## src/rtl/pc_unit.sv

```systemverilog
// Program-counter stage: resolves branch/jal/jalr from ALU flags, holds the PC and
// retired-instruction count, and halts the core on a misaligned control-transfer target.
module pc_unit #(
    parameter logic [31:0] RESET_VEC = 32'h0000_0000
) (
    input  logic        clk,
    input  logic        reset,
    input  logic        stall,
    input  logic        branch,
    input  logic        jump,
    input  logic        jumpReg,
    input  logic [2:0]  funct3,
    input  logic        zero,
    input  logic        sign,
    input  logic [31:0] immExt,
    input  logic [31:0] aluResult,
    output logic [31:0] pc,
    output logic [31:0] pcPlus4,
    output logic [31:0] pcTarget,
    output logic        taken,
    output logic        misaligned,
    output logic        halted,
    output logic [31:0] instret
);

    typedef enum logic [0:0] {
        ST_RUN  = 1'b0,
        ST_HALT = 1'b1
    } state_e;

    state_e      state_q, state_d;
    logic [31:0] pc_q, pc_d;
    logic [31:0] instret_q, instret_d;
    logic        cond_s;
    logic [31:0] target_s;

    assign pcPlus4  = pc_q + 32'd4;
    assign pcTarget = pc_q + immExt;

    // Branch condition decode; blt/bge use the raw sign flag without overflow correction.
    always_comb begin
        cond_s = 1'b0;
        case (funct3)
            3'b000:  cond_s = zero;
            3'b001:  cond_s = ~zero;
            3'b100:  cond_s = sign;
            3'b101:  cond_s = ~sign;
            default: cond_s = 1'b0;
        endcase
    end

    // Next-PC select with jalr > jal > branch priority.
    always_comb begin
        target_s = pcPlus4;
        if (jumpReg) begin
            target_s = {aluResult[31:1], 1'b0};
        end else if (jump || (branch && cond_s)) begin
            target_s = pcTarget;
        end else begin
            target_s = pcPlus4;
        end
    end

    assign taken      = jumpReg | jump | (branch & cond_s);
    assign misaligned = taken & target_s[1];

    // RUN/HALT next-state and PC/instret update; HALT is only left through reset.
    always_comb begin
        state_d   = state_q;
        pc_d      = pc_q;
        instret_d = instret_q;
        case (state_q)
            ST_RUN: begin
                if (stall) begin
                    state_d = ST_RUN;
                end else if (misaligned) begin
                    state_d = ST_HALT;
                end else begin
                    pc_d      = target_s;
                    instret_d = instret_q + 32'd1;
                end
            end
            ST_HALT: begin
                state_d = ST_HALT;
            end
            default: begin
                state_d = ST_HALT;
            end
        endcase
    end

    // State registers with synchronous reset overriding stall and HALT.
    always_ff @(posedge clk) begin
        if (reset) begin
            state_q   <= ST_RUN;
            pc_q      <= RESET_VEC;
            instret_q <= 32'd0;
        end else begin
            state_q   <= state_d;
            pc_q      <= pc_d;
            instret_q <= instret_d;
        end
    end

    assign pc      = pc_q;
    assign instret = instret_q;
    assign halted  = (state_q == ST_HALT);

endmodule

```

## config.mk

```make
export PLATFORM = sky130hd
export DESIGN_NAME = pc_unit
export DESIGN_NICKNAME = d
export VERILOG_FILES = /design/src/rtl/pc_unit.sv
export SDC_FILE = /design/constraint.sdc
export NUM_CORES = 1
export LEC_CHECK = 0
export ABC_AREA = 1
export CORE_MARGIN = 8
export CORE_UTILIZATION = 49
export CTS_CLUSTER_DIAMETER = 40
export DETAILED_ROUTE_END_ITERATION = 8
export MAX_ROUTING_LAYER = met4
export PLACE_DENSITY = 0.81
export SLEW_MARGIN = 20
export SYNTH_ARGS = -nofsm -noshare
export SYNTH_HDL_FRONTEND = slang
export SYNTH_SLANG_ARGS = --single-unit
```

## constraint.sdc

```tcl
create_clock -name clk -period 2.2 [get_ports clk]
set_input_delay 0.22 -clock clk [delete_from_list [all_inputs] [get_ports clk]]
set_output_delay 0.22 -clock clk [all_outputs]
set_load 0.1 [all_outputs]
```

==> metrics.md, run 1 <==
| Metric | Value |
|---|---|
| Largest cells by area after synthesis | nand2_1 (25%), dfxtp_1 (18%), inv_1 (11%) |
| Stop stage | 5_1_grt |
| Synth Instances | 1303 |
| CTS Sinks | 65 |
| Hpwl dp | approximately 26000 um |
| PortBufs | 204 |
| Yosys warns | 0 |
| Seq cells post-synth | 65 |
| Initial Util | around half |
| Die span in x | 136.5 um |
| Synthesized net count | 1412 |
| Global placer's final weighted congestion | 1.071 |
| Synthesized area | 0.007119 mm^2 |
| Syn_area_per_cell | 5.464 um^2 |
| Async set or reset register ratio after synthesis | 0% |
| Std cell rows | 44 |
| Synth area leader | nand2_1 |
| Largest net degree at the start of global routing | 35 |
| H-tree levels | 3 |
| Synth top cells by count | nand2_1 (472), inv_1 (201), nor2_1 (132) |
| Total GRT Usage | about 93% |
| Tool error | [ERROR GRT-0232] Routing congestion too high. Check the congestion heatmap in the GUI. |
| Status | aborted with a tool error |
| GRT overflow | about 1200 |
| Clock Root Buffer | clkbuf_16 |
| Sequential area share after synthesis | 18.28% |
| Netlist cell types | 40 |
| Ys flop type | dfxtp_1 |
| Yosys top cell area share | roughly 25% |
| Cts bufs inserted | 9 |
| I/O pin cnt | 206 |
| Library cell with the highest instance count after synthesis | nand2_1 |
| Category of the worst endpoint | top-level output |
| Chip height | 136.5 um |
| Placed Area | 0.01167 mm^2 |
| Post-synth EDFFs | 0 |
| Clock tree buffer depth | 2 |
| GRT repair_timing worst endpoint | pcTarget[22] |
==> kinds of logic after synthesis <==
kind of cell	count (synthesis)	share of synthesized area [%]
compound gates	119	8.770
xor+xnor	39	4.903
fa+ha+maj	34	6.081
buf+inv	236	13.09
flops	65	18.28
simple gates	810	48.88
==> metrics by stage <==
stage	hold slack [ps]	cells	setup slack [ps]	util, %	setup TNS [ps]
after global placement	466.3	1796	-308.4	81.20	-9987
after detailed placement	469.6	1796	-391.1	81.20	-13900
after CTS	479.1	1855	-234.0	92.06	-3303
after floorplan	402.8	1303	-198.2	-	-11040
==> what timing repair did <==
action,4_1_cts
buffers inserted,46
pin swaps,98
hold buffers,0
gates resized for setup,246
setup endpoints to repair,41
==> per-layer routing <==
metal  global-route usage (%)  GRT overflow
met4                    102.0           224
met1                    80.13            11
met3                    71.04            17
met2                    121.6           971
met5                        -             -
==> run 2: changes to the inputs <==
--- a/config.mk
+++ b/config.mk
@@ -7,11 +7,9 @@
 export LEC_CHECK = 0
 export ABC_AREA = 1
 export CORE_MARGIN = 8
-export CORE_UTILIZATION = 49
-export CTS_CLUSTER_DIAMETER = 40
+export CORE_UTILIZATION = 35
 export DETAILED_ROUTE_END_ITERATION = 8
-export MAX_ROUTING_LAYER = met4
-export PLACE_DENSITY = 0.81
+export PLACE_DENSITY_LB_ADDON = 0.15
 export SLEW_MARGIN = 20
 export SYNTH_ARGS = -nofsm -noshare
 export SYNTH_HDL_FRONTEND = slang
==> metrics.md, run 2 <==
| Metric | Value |
|---|---|
| Status | finished with violations |
| Failing checks | negative setup slack |
| Core area | 0.02010 mm^2 |
| Library cell with the highest instance count after synthesis | nand2_1 |
| Sequential area share after synthesis | 18.28% (unchanged) |
| F_max | about 0.4 GHz |
| Clk Latency, worst-skew pair | 360 ps |
| Post-Route WL | 36950 um |
| Vias | 10134 |
| Mux cell area share after synthesis | 0% (unchanged) |
| PortBufs | 204 (unchanged) |
| RSZ-0062 raised after global routing | yes |
| Synthesized area | 0.007119 mm^2 (unchanged) |
| WP data required | 1980 ps |
| Adder-Cell Fraction of Synth Area | 6.081% (unchanged) |
| Leak Pwr | between 7 and 8 nW |
| HP Class | input pin to register |
| Final Cycle Share | 113.9% |
| Max cap viols | 0 |
| Final clock skew | 12.85 ps |
| CTS Sinks | 65 (unchanged) |
| Simple-Gate Fraction of Synth Area | 48.88% (unchanged) |
| Pwr/cell area | 612.1 mW/mm^2 |
| Compound-Gate Fraction of Synth Area | 8.770% (unchanged) |
| Clock tree buffer depth | 2 (unchanged) |
| Seq cells post-synth | 65 (unchanged) |
| Initial drt markers | 517 |
| Async set or reset register ratio after synthesis | 0% (unchanged) |
| Cts bufs inserted | 9 (unchanged) |
| Netlist cell types | 40 (unchanged) |
| I/O pin cnt | 206 (unchanged) |
| Total GRT Usage | 27.57% |
| Type of origin of the critical path | input pin |
| First-pass GRT wire length | 53010 um |
| Largest cells by area after synthesis | nand2_1 (25%), dfxtp_1 (18%), inv_1 (11%) |
| Final setup margin | -305.8 ps |
| GRT overflow | 0 |
| Chip height | 158.6 um (+16%) |
| Std cell rows | 52 (+18%) |
| Vias/cell | 5.123 |
| Final core occ | 72.00% |
| Slew headroom | 66.62% |
| Fin crit period | 2506 ps |
| Vias in the first global route | 9684 |
| Syn_area_per_cell | 5.464 um^2 (unchanged) |
| Crit path arrival time | 2290 ps |
| Area grow syn2layout | 103.3% |
| Crit Path Max Fanout | 4 |
| Slew Viols, Final | 0 |
| Nets | 1811 |
| Largest family of logic cells by synthesized area | simple AND/OR/NAND/NOR gates |
| H-tree levels | 3 (unchanged) |
| Yosys top cell area share | 24.89% (unchanged) |
| Worst-Margin Slew | about 500 ps |
| Commonest cells after routing, fill and taps aside | nand2_1 (302), buf_4 (235), inv_1 (171) |
| VDD IR-drop max | 417.0 uV |
| Endpoint class of the critical path | output port |
| CTS tree | yes |
| Initial antenna violation count | 1 |
| Post-Place Worst Slack | -433.8 ps (-42.61 ps) |
| Final setup vio count | 34 |
| Hpwl dp | 27310 um (+3.7%) |
| Final ANT Viol Nets | 0 |
| Synth Instances | 1303 (unchanged) |
| Synthesized net count | 1412 (unchanged) |
| Global placer's final weighted congestion | 0.9848 (-8.1%) |
| Largest net degree at the start of global routing | 34 |
| DR pass1 iterations | 5 |
| Clock Root Buffer | clkbuf_16 |
| Setup TNS | -5670 ps |
| Synth area leader | nand2_1 |
| Xor-xnor portion of the synthesized cell area | 4.903% (unchanged) |
| Post-synth EDFFs | 0 (unchanged) |
| Commonest non-fill, non-tap cell in the layout | nand2_1 |
| Crit Path Category | input pin to output port |
| Final Hold Fails | 0 |
| Die span in x | 158.6 um (+16%) |
| Initial Util | 35.41% (-14 points) |
| Ys flop type | dfxtp_1 |
| Die area | roughly 0.025 mm^2 |
| Worst-path clk slew | 70 ps |
| Synth top cells by count | nand2_1 (472), inv_1 (201), nor2_1 (132) |
| WL/cell | roughly 19 um |
| Residual DRC count | 0 |
| Yosys warns | 0 (unchanged) |
| Layout cells sized above 1 | 47.28% |
| Tot Pwr | 8.860 mW |
-- run 2: cell counts after synthesis --
Identical to the previous run, type by type.
-- run 2: kinds of logic (layout without fill, tap and decap cells) --
family | count (synthesis) | count (layout)
adder cells (fa/ha/maj) | 34 | 34
flip-flops | 65 | 65
AND/OR/NAND/NOR | 810 | 810
XOR/XNOR | 39 | 39
AO/OA/AOI/OAI | 119 | 119
other | 0 | 1
buffers and inverters | 236 | 640
-- run 2: worst max-delay path: stages --
cell,delay (ps)
clkdlybuf4s50_1,510
ha_4,250
nand2_1,70
nand2_1,90
nand2_1,100
nand2_1,90
a21oi_2,260
nand2_8,110
or2_4,250
and2_4,150
buf_12,160
-- run 2: routing by layer --
metal / global-route usage, % / up-vias / wire, um / part of all wire (%)
met5: 0 / - / 0 / 0
met1: 33.24 / 4763 / 14640 / 40
met4: 11.76 / 0 / 1704 / 4.6
met3: 4.126 / 99 / 2534 / 6.9
li1: - / 4862 / - / -
met2: 47.78 / 410 / 18070 / 49
-- run 2: per-stage QoR --
step	hold WS, ps	cells	area [um^2]
2_1_floorplan	402.8	1303	8048
4_1_cts	493.7	1949	13330
3_3_place_gp	471.1	1889	11820
6_report	388.3	1978	14480
5_1_grt	431.3	1978	14480
3_5_place_dp	483.9	1889	11820
-- run 2: report_power, final --
group	internal [mW]	switching, mW	total [mW]
registers	1.24	0.0832	1.32
clock network	0.857	0.710	1.57
logic	2.22	3.75	5.97
total	4.32	4.54	8.86
-- run 2: path summary, 6_finish.rpt --
check	startpoint	endpoint	slack, ps	cells after the start
min reg2reg	instret[1]$_SDFFE_PP0P_	instret[1]$_SDFFE_PP0P_	490	2
max	immExt[5]	pcTarget[12]	-310	11
max reg2reg	pc[0]$_SDFFE_PP0P_	pc[24]$_SDFFE_PP0P_	-80	13
min	immExt[0]	pc[0]$_SDFFE_PP0P_	390	4
-- run 2: final cells by class --
type | instances | area, um^2
flip-flops and latches | 65 | 1415
repair buffers | 419 | 4378
clock buffers | 10 | 250.2
multi-input cells | 1002 | 7233
fillers | 1572 | 5629
clock inverters | 6 | 52.55
diodes | 1 | 2.502
well taps | 270 | 337.8
inverters | 205 | 805.8
-- run 2: timing repair --
item | 4_1_cts | 5_1_grt
pin swaps | 81 | 151
hold buffers | 0 | 0
buffers inserted | 46 | 38
resized for setup | 221 | 256
endpoints found under the hold margin | 0 | 0
endpoints found under the setup margin | 47 | 49
Power figures use the tool's default switching activity.
